==> src/rtl/wb_master_bridge.sv <==
// rtl/wb_master_bridge.sv - Wishbone classic single-transfer master with local decode reject and timeout
module wb_master_bridge #(
  parameter int ADR_W   = 26,
  parameter int DAT_W   = 32,
  parameter int TIMEOUT = 16
) (
  input  logic             clk_i,
  input  logic             rst_i,
  input  logic             req_i,
  input  logic             req_we_i,
  input  logic [ADR_W-1:0] req_adr_i,
  input  logic [DAT_W-1:0] req_dat_i,
  output logic             busy_o,
  output logic             done_o,
  output logic             err_o,
  output logic [DAT_W-1:0] rdata_o,
  output logic             cyc_o,
  output logic             stb_o,
  output logic             we_o,
  output logic [ADR_W-1:0] adr_o,
  output logic [DAT_W-1:0] dat_o,
  input  logic             ack_i,
  input  logic [DAT_W-1:0] dat_i
);

  localparam int CNT_W = $clog2(TIMEOUT);
  localparam logic [ADR_W-1:0] MEM_TOP  = ADR_W'(32'h0000_FFFF);
  localparam logic [ADR_W-1:0] WR_ONLY  = ADR_W'(32'h0001_0000);
  localparam logic [ADR_W-1:0] RD_ONLY  = ADR_W'(32'h0001_0001);
  localparam logic [CNT_W-1:0] CNT_LAST = CNT_W'(TIMEOUT - 1);

  typedef enum logic [1:0] {IDLE, BUS, DONE, FAIL} state_e;

  state_e             state_q, state_d;
  logic [CNT_W-1:0]   cnt_q, cnt_d;
  logic               cyc_q, cyc_d;
  logic               we_q, we_d;
  logic [ADR_W-1:0]   adr_q, adr_d;
  logic [DAT_W-1:0]   dat_q, dat_d;
  logic [DAT_W-1:0]   rdata_q, rdata_d;
  logic               busy_q, busy_d;
  logic               done_q, done_d;
  logic               err_q, err_d;
  logic               legal;

  // The downstream slave decodes only its memory window plus one write-only and one read-only register.
  assign legal = (req_adr_i <= MEM_TOP)
              || (req_we_i  && (req_adr_i == WR_ONLY))
              || (!req_we_i && (req_adr_i == RD_ONLY));

  always_comb begin
    state_d = state_q;
    cnt_d   = cnt_q;
    cyc_d   = cyc_q;
    we_d    = we_q;
    adr_d   = adr_q;
    dat_d   = dat_q;
    rdata_d = rdata_q;
    case (state_q)
      IDLE: begin
        if (req_i) begin
          if (legal) begin
            adr_d   = req_adr_i;
            dat_d   = req_dat_i;
            we_d    = req_we_i;
            cyc_d   = 1'b1;
            cnt_d   = '0;
            state_d = BUS;
          end else begin
            state_d = FAIL;
          end
        end
      end
      BUS: begin
        // An ack arriving on the final allowed cycle still wins over the timeout.
        if (ack_i) begin
          cyc_d   = 1'b0;
          we_d    = 1'b0;
          if (!we_q) rdata_d = dat_i;
          state_d = DONE;
        end else if (cnt_q == CNT_LAST) begin
          cyc_d   = 1'b0;
          we_d    = 1'b0;
          state_d = FAIL;
        end else begin
          cnt_d   = cnt_q + CNT_W'(1);
        end
      end
      DONE:    state_d = IDLE;
      FAIL:    state_d = IDLE;
      default: state_d = IDLE;
    endcase
    busy_d = (state_d != IDLE);
    done_d = (state_d == DONE);
    err_d  = (state_d == FAIL);
  end

  always_ff @(posedge clk_i or negedge rst_i) begin
    if (!rst_i) begin
      state_q <= IDLE;
      cnt_q   <= '0;
      cyc_q   <= 1'b0;
      we_q    <= 1'b0;
      adr_q   <= '0;
      dat_q   <= '0;
      rdata_q <= '0;
      busy_q  <= 1'b0;
      done_q  <= 1'b0;
      err_q   <= 1'b0;
    end else begin
      state_q <= state_d;
      cnt_q   <= cnt_d;
      cyc_q   <= cyc_d;
      we_q    <= we_d;
      adr_q   <= adr_d;
      dat_q   <= dat_d;
      rdata_q <= rdata_d;
      busy_q  <= busy_d;
      done_q  <= done_d;
      err_q   <= err_d;
    end
  end

  assign cyc_o   = cyc_q;
  assign stb_o   = cyc_q;
  assign we_o    = we_q;
  assign adr_o   = adr_q;
  assign dat_o   = dat_q;
  assign rdata_o = rdata_q;
  assign busy_o  = busy_q;
  assign done_o  = done_q;
  assign err_o   = err_q;

endmodule

==> config.mk <==
export PLATFORM = sky130hd
export DESIGN_NAME = wb_master_bridge
export DESIGN_NICKNAME = d
export VERILOG_FILES = /design/src/rtl/wb_master_bridge.sv
export SDC_FILE = /design/constraint.sdc
export NUM_CORES = 1
export LEC_CHECK = 0
export CAP_MARGIN = 25
export CORE_AREA = 5 5 106 108
export DETAILED_ROUTE_END_ITERATION = 6
export DIE_AREA = 0 0 111 113
export PLACE_DENSITY = 0.87
export SLEW_MARGIN = 15
export SYNTH_ARGS = -nofsm -noshare
export SYNTH_HDL_FRONTEND = slang
export SYNTH_SLANG_ARGS = --single-unit
==> constraint.sdc <==
create_clock -name clk_i -period 2.2 [get_ports clk_i]
set_input_delay 0.55 -clock clk_i [delete_from_list [all_inputs] [get_ports clk_i]]
set_output_delay 0.55 -clock clk_i [all_outputs]
set_load 0.05 [all_outputs]
-- Word level (Yosys, flattened, before mapping)
Cells that the tools add are included.
- magnitude comparators: 1
- add/subtract/negate cells: 1
- eq/ne operators: 13
- reduce and logical (&&, ||, !) cells: 13
- multiplexer cells: 18
- bitwise gates (word level): 1
- operators with widths (kind ; count):
    26-bit by 17-bit == test with 1-bit output (second input constant) ; 2
    26-bit by 16-bit less-or-equal comparator with 1-bit output (second input constant) ; 1
    4-bit two-way mux ; 4
    2-bit == test (second input constant) ; 4
    2-bit two-way mux ; 4
    2-bit != test (second input constant) ; 4
    4-bit one-hot mux with 2 select lines ; 1
    1-bit two-way mux ; 6
    2-bit one-hot mux with 3 select lines ; 1
    3-bit AND reduction ; 2
    5-bit AND reduction ; 1
    4-bit by 1-bit adder with 4-bit output (second input constant) ; 1
    4-bit == test (second input constant) ; 1
    1-bit one-hot mux with 2 select lines ; 2
    4-bit AND reduction ; 1
    2-bit nonzero test ; 2
    3-bit != test (second input constant) ; 1
    2-bit by 1-bit == test with 1-bit output (second input constant) ; 1
    1-bit logical AND ; 2
    2-bit zero test ; 1
    1-bit logical OR ; 2
    2-bit OR reduction ; 1
    1-bit zero test ; 1
    1-bit NOT ; 1
- input bits: 95
- output and inout port bits: 96
- register bits after elaboration: 101
- logic and storage cells: 57

-- Longest topological paths before layout
- word-level depth: 8
- mapped depth: 7

-- Worst setup path before layout
No wires, ideal clock.
- path kind: input to register
- from: input req_adr_i[18]
- to: register adr_q[0], in the netlist adr_o[0]
- path slack: -7 ps
- buffers on the path: 2
- data arrival time: 2082 ps
- library setup time: 125 ps
- required time: 2075 ps
- stages: 7
- cells stage by stage: or4_1 -> nor3_2 -> nand3_1 -> a21o_1 -> buf_6 -> buf_6 -> mux2_4
- cells in the longest elaborated chain, start to end: 5
- RTL lines (element ; RTL line ; RTL):
    start: declaration ; 11 ; input logic [ADR_W-1:0] req_adr_i,
    branches (longest 3 deep; another with 26-bit by 16-bit less-or-equal comparator with 1-bit output) ; - ;
    1-bit logical OR * ; 49 ; || (!req_we_i && (req_adr_i == RD_ONLY));
    3-bit AND reduction (no source line) * ; - ;
    end signal: assignment ; 115 ; adr_q <= adr_d;
    end: declaration ; 38 ; logic [ADR_W-1:0] adr_q, adr_d;
Mark *: on every way between the ends.
A chain may end at the register's enable or synchronous reset.

-- Final worst setup path
- from: input req_adr_i[14]
- to: register dat_q[10], in the netlist dat_o[10]
- cells in the longest elaborated chain, start to end: 5
- RTL lines (element ; RTL line ; RTL):
    branches (longest 3 deep; another with 26-bit by 16-bit less-or-equal comparator with 1-bit output) ; - ;
    1-bit logical OR * ; 49 ;
    3-bit AND reduction (no source line) * ; - ;
    end signal: assignment ; 116 ; dat_q <= dat_d;
    end: declaration ; 39 ; logic [DAT_W-1:0] dat_q, dat_d;
Marks and branches as above.

==> metrics.cfg <==
[timing]
finalHoldViolCount=0
timing.fmax_ghz=0.460
setup_violations=0
tightest_slew_ps=545
setup_ws_ps=26.4
fin_crit_sh=0.988
timing.hold.ws_ps=175
rsz0062_at_grt=false
fin_skew_ps=13.2
period_minus_slack_ps=2170
relSlewSlack=0.635
final-max-slew-violation-count=0

[clock_tree]
clockBufferDepth=2
insertion_delay_ps=350
htree_levels=3
cts_tree=done
numCtsBuffers=9
clkSinkCount=101
cts_root_buf=clkbuf_8
cts_hold_buf=0
clkTransAtPathRegs_ps=100

[floorplanning]
dieWidth_um=111
core_um2=10100
rows=37
ios=191
start_util=0.400
die_h_um=113
fp.dieArea_um2=12500

[critical_path]
endpoint_kind=register
cp.required_ps=2420
r2r_end=dat_o[10]$_DFFE_PN0P_
rrSetupSlack_ps=410
reg2reg_depth=7
rr_startpoint=state_q[0]$_DFF_PN0_
crit_arrival_ps=2400
start_kind=input port
crit_path_max_fanout=8
critPathKind=in -> reg

[final_layout]
finalNonFillerCells=618
synthToLayoutAreaGrowth_pct=65.7
final_layout_size_suffix_gt1_frac=0.282
antennaDiodeCount=0
design_area_um2=6720
fin_nets=574

[power]
pwr_density_cell_nw_per_um2=957
ir_worst_vdd_mv=0.688
cellLeakagePower_nw=3.13

[global_routing]
gr-total-overflow=0
antenna_found_initial=0
track_usage=0.170
first_global_vias=3257
grt_pass1_wl_um=17100
grt_max_degree=48

[placement]
place.gp.congestion=0.755
dp_slack_ps=-484
numPortBuffers=190
place_area_um2=6260
numPlacedInstances=590
dpl.hpwl_um=8250

[synth]
yosys-top-cells-area=dfrtp_1 (62%), mux2_4 (16%), mux2_2 (9.7%), and2_1 (2.2%), buf_6 (1.7%)
ys_async_sr_fraction=1.00
syn-cell-area_um2=4060
synth_top_area_frac=0.623
synth_cell_types=31
syn_nets=351
synth_ff_type=dfrtp_1
synth_edf_count=0
ys_top_cells_by_count=dfrtp_1 (101), mux2_4 (42), mux2_2 (35)
synthMostInstantiatedCell=dfrtp_1
seq_area_frac_synth=0.623
syn_avg_cell_area_um2=15.9
synth_seq_cells=101
yosysWarnings=0
yosys.area.top_type=dfrtp_1
synth_cells=255

[routing]
finalWirelength_um=10900
vias=2895
dr.pass1.iters=4
first_iter_violations=76
wl_met3_um=454
vias_per_cell=4.68
wl_met2_um=6060
met1_length_um=4240
wl_per_cell_um=17.6
drc=0
top_layer=met4
ant_nets=0

[run]
cap_violations=0

[min_path]
min_path_type=in -> async

[status]
outcome=finished, final reports clean

-- worst max path at each step --
| stage | depth (start not counted) | slack [ps] | to | from |
|---|---|---|---|---|
| detailed placement | 7 | -480 | dat_o[28]$_DFFE_PN0P_ | req_adr_i[18] |
| global route | 7 | 10 | dat_o[20]$_DFFE_PN0P_ | req_adr_i[20] |
| CTS | 8 | 20 | dat_o[10]$_DFFE_PN0P_ | req_adr_i[24] |
| global placement | 7 | -460 | dat_o[24]$_DFFE_PN0P_ | req_adr_i[18] |
| floorplan | 7 | 6 | dat_o[10]$_DFFE_PN0P_ | req_adr_i[18] |
| finish | 7 | 30 | dat_o[10]$_DFFE_PN0P_ | req_adr_i[14] |
-- area by class of cell --
class / instances / area, µm²
fillers: 741 / 3420
flip-flops and latches: 101 / 2530
repair buffers: 224 / 2360
well taps: 136 / 170
clock inverters: 5 / 61.3
inverters: 2 / 7.51
clock buffers: 10 / 128
multi-input cells: 140 / 1470
-- cells by family (layout without fill, tap and decap cells) --
kind of cell	after synthesis	count (layout)	share of synthesized area
compound gates	14	14	0.0247
mux	78	78	0.255
simple gates	44	44	0.0614
xor+xnor	3	3	0.00648
fa+ha+maj	1	1	0.00308
flops	101	101	0.623
buf+inv	14	241	0.0259
-- cell usage in the layout (no fill, tap or decap), drive strengths merged --
master	synthesis	routed
bufbuf	0	2
mux2	77	77
a21o	1	1
a22o	5	5
dlygate4sd2	0	5
and2	14	14
ha	1	1
clkinvlp	0	3
clkbuf	2	10
a31oi	1	1
xnor2	3	3
nor4	4	4
buf	10	33
inv	2	3
mux2i	1	1
or4	1	1
or2	1	1
a22oi	1	1
o22a	1	1
nand2b	4	4
nand2	6	6
nand3	2	2
clkdlybuf4s50	0	181
o22ai	1	1
a21oi	2	2
bufinv	0	1
nand4	2	2
dfrtp	101	101
nor2b	3	3
nor2	5	5
dlymetal6s2s	0	3
nor3	2	2
o21ai	2	2
-- flip-flops by register name, indices dropped and copies added (netlist names) --
name     count
dat_o       32
rdata_o     32
adr_o       26
cnt_q        4
state_q      2
busy_o       1
cyc_o        1
done_o       1
err_o        1
we_o         1
-- timing repair --
| item | 4_1_cts | 5_1_grt |
|---|---|---|
| pin swaps | 6 | 5 |
| setup buffers | 7 | 1 |
| setup endpoints to repair | 48 | 54 |
| cloned | 5 | 0 |
| resized for setup | 14 | 4 |
-- where the power goes --
part | total (mW) | internal (mW) | switching [mW] | leakage, nW
combinational | 2.82 | 1.14 | 1.68 | 1.72
sequential | 2.47 | 2.24 | 0.225 | 1.33
clock | 1.14 | 0.525 | 0.616 | 0.0850
total | 6.43 | 3.91 | 2.52 | 3.13
-- critical path, stage by stage --
cell,delay (ps)
clkdlybuf4s50_1,450
nor4_2,310
nand4_1,200
a21o_4,290
buf_12,160
buf_12,150
mux2_4,290
-- layer usage --
metal / global-route usage / vias up
met4: 0.0484 / 0
met3: 0.0348 / 8
met5: 0 / -
met2: 0.323 / 92
li1: - / 1331
met1: 0.193 / 1464
-- through the flow --
stage / util / TNS (ps) / total power, mW
after floorplan: - / 0 / 4.26
after global placement: 0.618 / -25710 / 5.28
after detailed placement: 0.618 / -27220 / 5.36
after CTS: 0.661 / 0 / 6.51
after global routing: 0.663 / 0 / 6.72
final: 0.663 / 0 / 6.43
Note: power is estimated with default switching activity, not from simulation.
